### src/rtl/bnn_fc_layer_seq.sv
// -----------------------------------------------------------------------------
// bnn_fc_layer_seq
//
// Time-multiplexed binary fully-connected layer. An input vector of IN_DIM
// unsigned pixels is thermometer-binarised into CH_CNT channels per pixel and
// captured on the input handshake. Each neuron's 1-bit weight per pixel is
// XNORed with every channel of that pixel. The matches are accumulated as a
// signed sum of (2*popcount - CH_CNT) terms. The sum is arithmetically shifted
// right by OUT_SHIFT and then saturated. LANES neurons are produced per clock,
// so a full vector takes OUT_DIM/LANES clocks.
//
// Optional feature macro: BNN_RELU_EN
//   defined   : outputs are unsigned and clamped to [0, 2^IN_BIT-1]
//   undefined : outputs are signed and clamped to
//               [-2^(IN_BIT-1), 2^(IN_BIT-1)-1]
//
// Ports:
//   clk, rst              clock, asynchronous active-high reset
//   in_valid / in_ready   input vector handshake (in_ready high only in IDLE)
//   value_in              packed pixels, pixel j at [j*IN_BIT +: IN_BIT]
//   w_we, w_addr, w_data  weight row write (bit j = weight for pixel j)
//   w_ready               weight write accepted (high only in IDLE)
//   out_valid / out_ready result handshake (out_valid high only in DONE)
//   value_out             packed results, neuron i at [i*IN_BIT +: IN_BIT]
// -----------------------------------------------------------------------------
module bnn_fc_layer_seq #(
    parameter int IN_DIM    = 16,
    parameter int IN_BIT    = 4,
    parameter int CH_CNT    = 4,
    parameter int OUT_DIM   = 8,
    parameter int LANES     = 2,
    parameter int OUT_SHIFT = 1,
    localparam int AW       = (OUT_DIM > 1) ? $clog2(OUT_DIM) : 1
) (
    input  logic                      clk,
    input  logic                      rst,
    input  logic                      in_valid,
    output logic                      in_ready,
    input  logic [IN_DIM*IN_BIT-1:0]  value_in,
    input  logic                      w_we,
    input  logic [AW-1:0]             w_addr,
    input  logic [IN_DIM-1:0]         w_data,
    output logic                      w_ready,
    output logic                      out_valid,
    input  logic                      out_ready,
    output logic [OUT_DIM*IN_BIT-1:0] value_out
);

    localparam int STEP  = (2 ** IN_BIT) / CH_CNT;
    localparam int ACC_W = $clog2(IN_DIM * CH_CNT) + 2;
    // Comparison width wide enough for both the accumulator and the clamp limits.
    localparam int CMP_W = (ACC_W > IN_BIT + 2) ? ACC_W : IN_BIT + 2;
    localparam int N_GRP = OUT_DIM / LANES;
    localparam int GW    = (N_GRP > 1) ? $clog2(N_GRP) : 1;

`ifdef BNN_RELU_EN
    localparam logic signed [CMP_W-1:0] SAT_LO = '0;
    localparam logic signed [CMP_W-1:0] SAT_HI = CMP_W'((2 ** IN_BIT) - 1);
`else
    localparam logic signed [CMP_W-1:0] SAT_LO = CMP_W'(-(2 ** (IN_BIT - 1)));
    localparam logic signed [CMP_W-1:0] SAT_HI = CMP_W'((2 ** (IN_BIT - 1)) - 1);
`endif

    typedef enum logic [1:0] {
        S_IDLE    = 2'd0,
        S_COMPUTE = 2'd1,
        S_DONE    = 2'd2
    } state_t;

    state_t                      state_q, state_d;
    logic [GW-1:0]               grp_q, grp_d;
    logic [IN_DIM*CH_CNT-1:0]    ch_q, ch_d;
    logic [OUT_DIM*IN_BIT-1:0]   value_out_q, value_out_d;
    logic                        in_ready_q, in_ready_d;
    logic                        w_ready_q, w_ready_d;
    logic                        out_valid_q, out_valid_d;
    logic [IN_DIM-1:0]           w_mem_q [OUT_DIM];
    logic                        w_wr_en;

    logic [IN_DIM*CH_CNT-1:0]    ch_bin;
    logic [LANES*IN_BIT-1:0]     lane_flat;

    // -------------------------------------------------------------------------
    // Thermometer binarisation: channel k fires when the pixel reaches the
    // midpoint of the k-th STEP-wide bin. The compare is done one bit wider so
    // that a threshold can never wrap.
    // -------------------------------------------------------------------------
    genvar gi, gk;
    generate
        for (gi = 0; gi < IN_DIM; gi++) begin : g_bin_pix
            for (gk = 0; gk < CH_CNT; gk++) begin : g_bin_ch
                localparam logic [IN_BIT:0] THR = (IN_BIT + 1)'(gk * STEP + STEP / 2);
                assign ch_bin[gi*CH_CNT + gk] =
                    ({1'b0, value_in[gi*IN_BIT +: IN_BIT]} >= THR);
            end
        end
    endgenerate

    // -------------------------------------------------------------------------
    // Neuron lanes: lane gi evaluates neuron grp_q*LANES + gi from the captured
    // channels and the current contents of its weight row.
    // -------------------------------------------------------------------------
    generate
        for (gi = 0; gi < LANES; gi++) begin : g_lane
            logic [AW-1:0]            row_idx;
            logic [IN_DIM-1:0]        row;
            logic signed [ACC_W-1:0]  sum;
            logic signed [CMP_W-1:0]  shifted;
            logic [IN_BIT-1:0]        lane_res;
            int                       p;

            always_comb begin
                row_idx = AW'(int'(grp_q) * LANES + gi);
                row     = w_mem_q[row_idx];
                sum     = '0;
                p       = 0;
                for (int j = 0; j < IN_DIM; j++) begin
                    // XNOR match count between channels and the pixel's weight bit
                    p = 0;
                    for (int k = 0; k < CH_CNT; k++) begin
                        if (ch_q[j*CH_CNT + k] == row[j]) begin
                            p = p + 1;
                        end
                    end
                    sum = sum + ACC_W'(2 * p - CH_CNT);
                end
                // Sign-extend first so the arithmetic shift floors negative sums.
                shifted = CMP_W'(sum) >>> OUT_SHIFT;
                if (shifted < SAT_LO) begin
                    lane_res = SAT_LO[IN_BIT-1:0];
                end else if (shifted > SAT_HI) begin
                    lane_res = SAT_HI[IN_BIT-1:0];
                end else begin
                    lane_res = shifted[IN_BIT-1:0];
                end
            end

            assign lane_flat[gi*IN_BIT +: IN_BIT] = lane_res;
        end
    endgenerate

    // -------------------------------------------------------------------------
    // Next-state logic
    // -------------------------------------------------------------------------
    always_comb begin
        state_d     = state_q;
        grp_d       = grp_q;
        ch_d        = ch_q;
        value_out_d = value_out_q;

        case (state_q)
            S_IDLE: begin
                if (in_valid) begin
                    ch_d    = ch_bin;
                    grp_d   = '0;
                    state_d = S_COMPUTE;
                end
            end
            S_COMPUTE: begin
                for (int l = 0; l < LANES; l++) begin
                    value_out_d[(int'(grp_q) * LANES + l) * IN_BIT +: IN_BIT] =
                        lane_flat[l*IN_BIT +: IN_BIT];
                end
                if (grp_q == GW'(N_GRP - 1)) begin
                    state_d = S_DONE;
                end else begin
                    grp_d = grp_q + 1'b1;
                end
            end
            S_DONE: begin
                if (out_ready) begin
                    state_d = S_IDLE;
                end
            end
            default: begin
                state_d = S_IDLE;
            end
        endcase

        // Handshake flags are registered copies of the next state decode.
        in_ready_d  = (state_d == S_IDLE);
        w_ready_d   = (state_d == S_IDLE);
        out_valid_d = (state_d == S_DONE);
    end

    // Writes land in IDLE only; a row written alongside an accepted vector is
    // already visible when COMPUTE starts reading on the following clock.
    assign w_wr_en = w_we && (state_q == S_IDLE) && (int'(w_addr) < OUT_DIM);

    // -------------------------------------------------------------------------
    // State registers
    // -------------------------------------------------------------------------
    always_ff @(posedge clk or posedge rst) begin
        if (rst) begin
            state_q     <= S_IDLE;
            grp_q       <= '0;
            ch_q        <= '0;
            value_out_q <= '0;
            in_ready_q  <= 1'b1;
            w_ready_q   <= 1'b1;
            out_valid_q <= 1'b0;
        end else begin
            state_q     <= state_d;
            grp_q       <= grp_d;
            ch_q        <= ch_d;
            value_out_q <= value_out_d;
            in_ready_q  <= in_ready_d;
            w_ready_q   <= w_ready_d;
            out_valid_q <= out_valid_d;
        end
    end

    // Weight rows are cleared by reset, so they live in flops rather than RAM.
    always_ff @(posedge clk or posedge rst) begin
        if (rst) begin
            for (int i = 0; i < OUT_DIM; i++) begin
                w_mem_q[i] <= '0;
            end
        end else if (w_wr_en) begin
            w_mem_q[w_addr] <= w_data;
        end
    end

    assign in_ready  = in_ready_q;
    assign w_ready   = w_ready_q;
    assign out_valid = out_valid_q;
    assign value_out = value_out_q;

endmodule

### config.mk
export PLATFORM = sky130hd
export DESIGN_NAME = bnn_fc_layer_seq
export DESIGN_NICKNAME = d
export VERILOG_FILES = /design/src/rtl/bnn_fc_layer_seq.sv
export SDC_FILE = /design/constraint.sdc
export NUM_CORES = 1
export LEC_CHECK = 0
export BUFFER_PORTS_ARGS = -buffer_cell sky130_fd_sc_hd__buf_2
export CAP_MARGIN = 20
export CORE_MARGIN = 3
export CORE_UTILIZATION = 50
export CTS_CLUSTER_DIAMETER = 80
export DETAILED_ROUTE_END_ITERATION = 10
export PLACE_DENSITY = 0.75
export REMOVE_ABC_BUFFERS = 1
export SLEW_MARGIN = 20
export SYNTH_ARGS = -nofsm -noshare
export SYNTH_HDL_FRONTEND = slang
export SYNTH_SLANG_ARGS = --single-unit
### constraint.sdc
create_clock -name clk -period 9 [get_ports clk]
set_input_delay 1.8 -clock clk [delete_from_list [all_inputs] [get_ports clk]]
set_output_delay 1.8 -clock clk [all_outputs]
set_load 0.005 [all_outputs]
==> flow_summary.toml <==
[synth]
ys_top_cells_by_count = "dfrtp_1 (229), inv_1 (215), nand2_1 (200), o21ai_0 (157), xnor2_1 (150)"
yosysSeqAreaShare = 0.298
synth.most_common_cell = "dfrtp_1"
synth_edf_count = 0
netlist_area_mm2 = 0.0193
synthTopCellsByArea = "dfrtp_1 (30%), fa_1 (11%), ha_1 (8.0%)"
synth_flop_cell = "dfrtp_1"
synthDistinctLibCells = 59
async_flop_share = 1.00
ys_ff_latch = 230
avgSynthCellArea_um2 = 9.60
synthCells = 2013
ys_warn_count = 0
yosysTopAreaCellShare = 0.296
synth_top_cell_by_area = "dfrtp_1"

[final_layout]
drive_above_1_share = 0.164
area_delta_synth_final_pct = 9.57
layout.nets = 2401

[routing]
drtIter0Drc = 913
viasPerCell = 5.44
drc_errors = 0
wl_per_cell_um = 16.7
drt-total-wl_um = 43800
antenna_left = 0
drtPass1Iterations = 5
via_count = 14200

[timing]
fin_ws_ns = 0.470
worst_slew_pin_slew_ns = 1.12
rsz0062_at_grt = "false"
holdWs_ns = 0.482
post-route-min-period_ns = 8.53
setup_viol_count_final = 0
fmax_ghz = 0.117
max_slew_margin = 0.250
drv_slew = 0
skew_ns = 0.0172
hold_viol = 0
fin_crit_sh = 0.948
fin_setup_tns_ns = 0

[global_routing]
grt_pass1_vias = 14400
gr-usage-all-layers = 0.213
globalRouteOverflowTotal = 0
grt_pass1_wl_um = 72100
antenna_found_initial = 6
grt_start_max_net_pins = 110

[outcome]
outcome = "completed"

[placement]
place_ws_ns = 0.254
place_congestion = 0.824
io_buffers = 106
hpwl_um = 32600

[setup_path]
crit_top_cell = "fa_1"
endpoint_kind = "register"
critPathRequiredTime_ns = 9.40
slowest_delay_ns = 0.67
arrival_ns = 8.93
cp_slowest_cell = "mux4_2"
path_max_fanout = 17
path_class = "reg -> reg"
cp-start-kind = "register"

[clock_tree]
path_clk_slew_ns = 0.06
clk_latency_ns = 0.55
htreeDepth = 1
cts_tree = "yes"
cts.sinks = 230
cts_hold_buffers = 0
root_buffer = "clkbuf_16"
cts_buffer_depth = 3
cts_buffers = 25

[min_path]
hp-class = "reg -> reg"

[die]
design.core.area_mm2 = 0.0378
die_area_mm2 = 0.0411
num_rows = 71
die_x_um = 203
die_height_um = 203
floorplan.initialDensity = 0.511
ios = 123

[run]
cap_violations = 0
## cell families after synthesis
kind of cell | share of synthesized area
fa+ha+maj | 0.189
other cells | 0.000388
flops | 0.298
simple gates | 0.0994
mux | 0.141
buf+inv | 0.0662
compound gates | 0.0997
xor+xnor | 0.107
## cell usage in the layout, fill, tap and decap left out, types with 4 or more instances in the layout
cell / Yosys / layout
a21oi_1: 100 / 97
a22o_1: 8 / 8
a21o_1: 5 / 5
o2111ai_1: 4 / 4
conb_1: 2 / 32
nor2_1: 118 / 118
a31oi_1: 25 / 25
mux2i_1: 40 / 40
nand2b_1: 14 / 14
fa_1: 104 / 104
o22ai_1: 14 / 14
or3_1: 23 / 23
nand2_1: 200 / 199
ha_1: 123 / 123
buf_2: 33 / 106
clkbuf_1: 64 / 7
nand4_1: 5 / 5
xnor2_1: 150 / 148
nor2b_1: 7 / 7
xor2_1: 86 / 86
nor3_1: 28 / 28
mux4_2: 38 / 38
buf_4: 1 / 17
mux2_2: 130 / 130
nand3_1: 25 / 25
and3_1: 7 / 7
nor4b_1: 4 / 4
o21ai_0: 157 / 157
clkbuf_16: 0 / 25
dfrtp_1: 229 / 228
inv_1: 215 / 214
## final cells by class
| class | count | area [um^2] |
|---|---|---|
| inverters | 216 | 818 |
| multi-input cells | 1488 | 12500 |
| fillers | 3273 | 16700 |
| clock inverters | 9 | 139 |
| flip-flops and latches | 230 | 5760 |
| repair buffers | 125 | 698 |
| clock buffers | 33 | 666 |
| diodes | 3 | 7.51 |
| well taps | 511 | 639 |
## final timing paths
| kind | slack, ns | end | from | depth (start not counted) |
|---|---|---|---|---|
| max reg2reg | 0.47 | value_out[20] | grp_q[0] | 29 |
| max | 0.47 | value_out[20] | grp_q[0] | 29 |
| min reg2reg | 0.48 | value_out[0] | value_out[0] | 2 |
| max in group asynchronous | 6.24 | ch_q[50] | rst | 3 |
| min | 0.48 | value_out[0] | value_out[0] | 2 |
| min in group asynchronous | 1.38 | out_valid | rst | 2 |
## metal layers
| metal | track usage | share of wire | up-vias |
|---|---|---|---|
| met4 | 0.0463 | 0.020 | 6 |
| met5 | 0 | 0.00075 | - |
| met3 | 0.0268 | 0.044 | 63 |
| li1 | - | - | 6851 |
| met1 | 0.281 | 0.43 | 7038 |
| met2 | 0.380 | 0.51 | 260 |
## repair_timing
item | CTS | global route
resized for setup | 0 | 7
buffers inserted | 0 | 6
endpoints found under the setup margin | 0 | 24
## worst max-delay path, delay by kind of cell, from the launching register on
family                     cells  cell delay, ns
muxes                          2            0.90
buffers and inverters          6            0.68
and+or+nand+nor                1            0.06
AOI/OAI and AO/OA              6            1.34
DFF                            1            0.51
adders and majority gates     10            4.21
xor gates and xnor gates       4            0.68
## sequential cells by signal, indices dropped and copies added, names as in the netlist
signal,count
out_valid,1
w_mem_q,128
w_ready,1
value_out,32
ch_q,64
state_q,2
grp_q,2
## through the flow
step | cells | instance area (um^2) | utilization
global route | 2614 | 21200 | 0.560
CTS | 2606 | 21100 | 0.557
floorplan | 1934 | 19000 | -
finish | 2615 | 21200 | 0.560
detailed placement | 2564 | 20300 | 0.536
global placement | 2564 | 20300 | 0.536
Power is not shown: default switching activity piles up to over one toggle a cycle in this logic, so the estimate is an artifact.
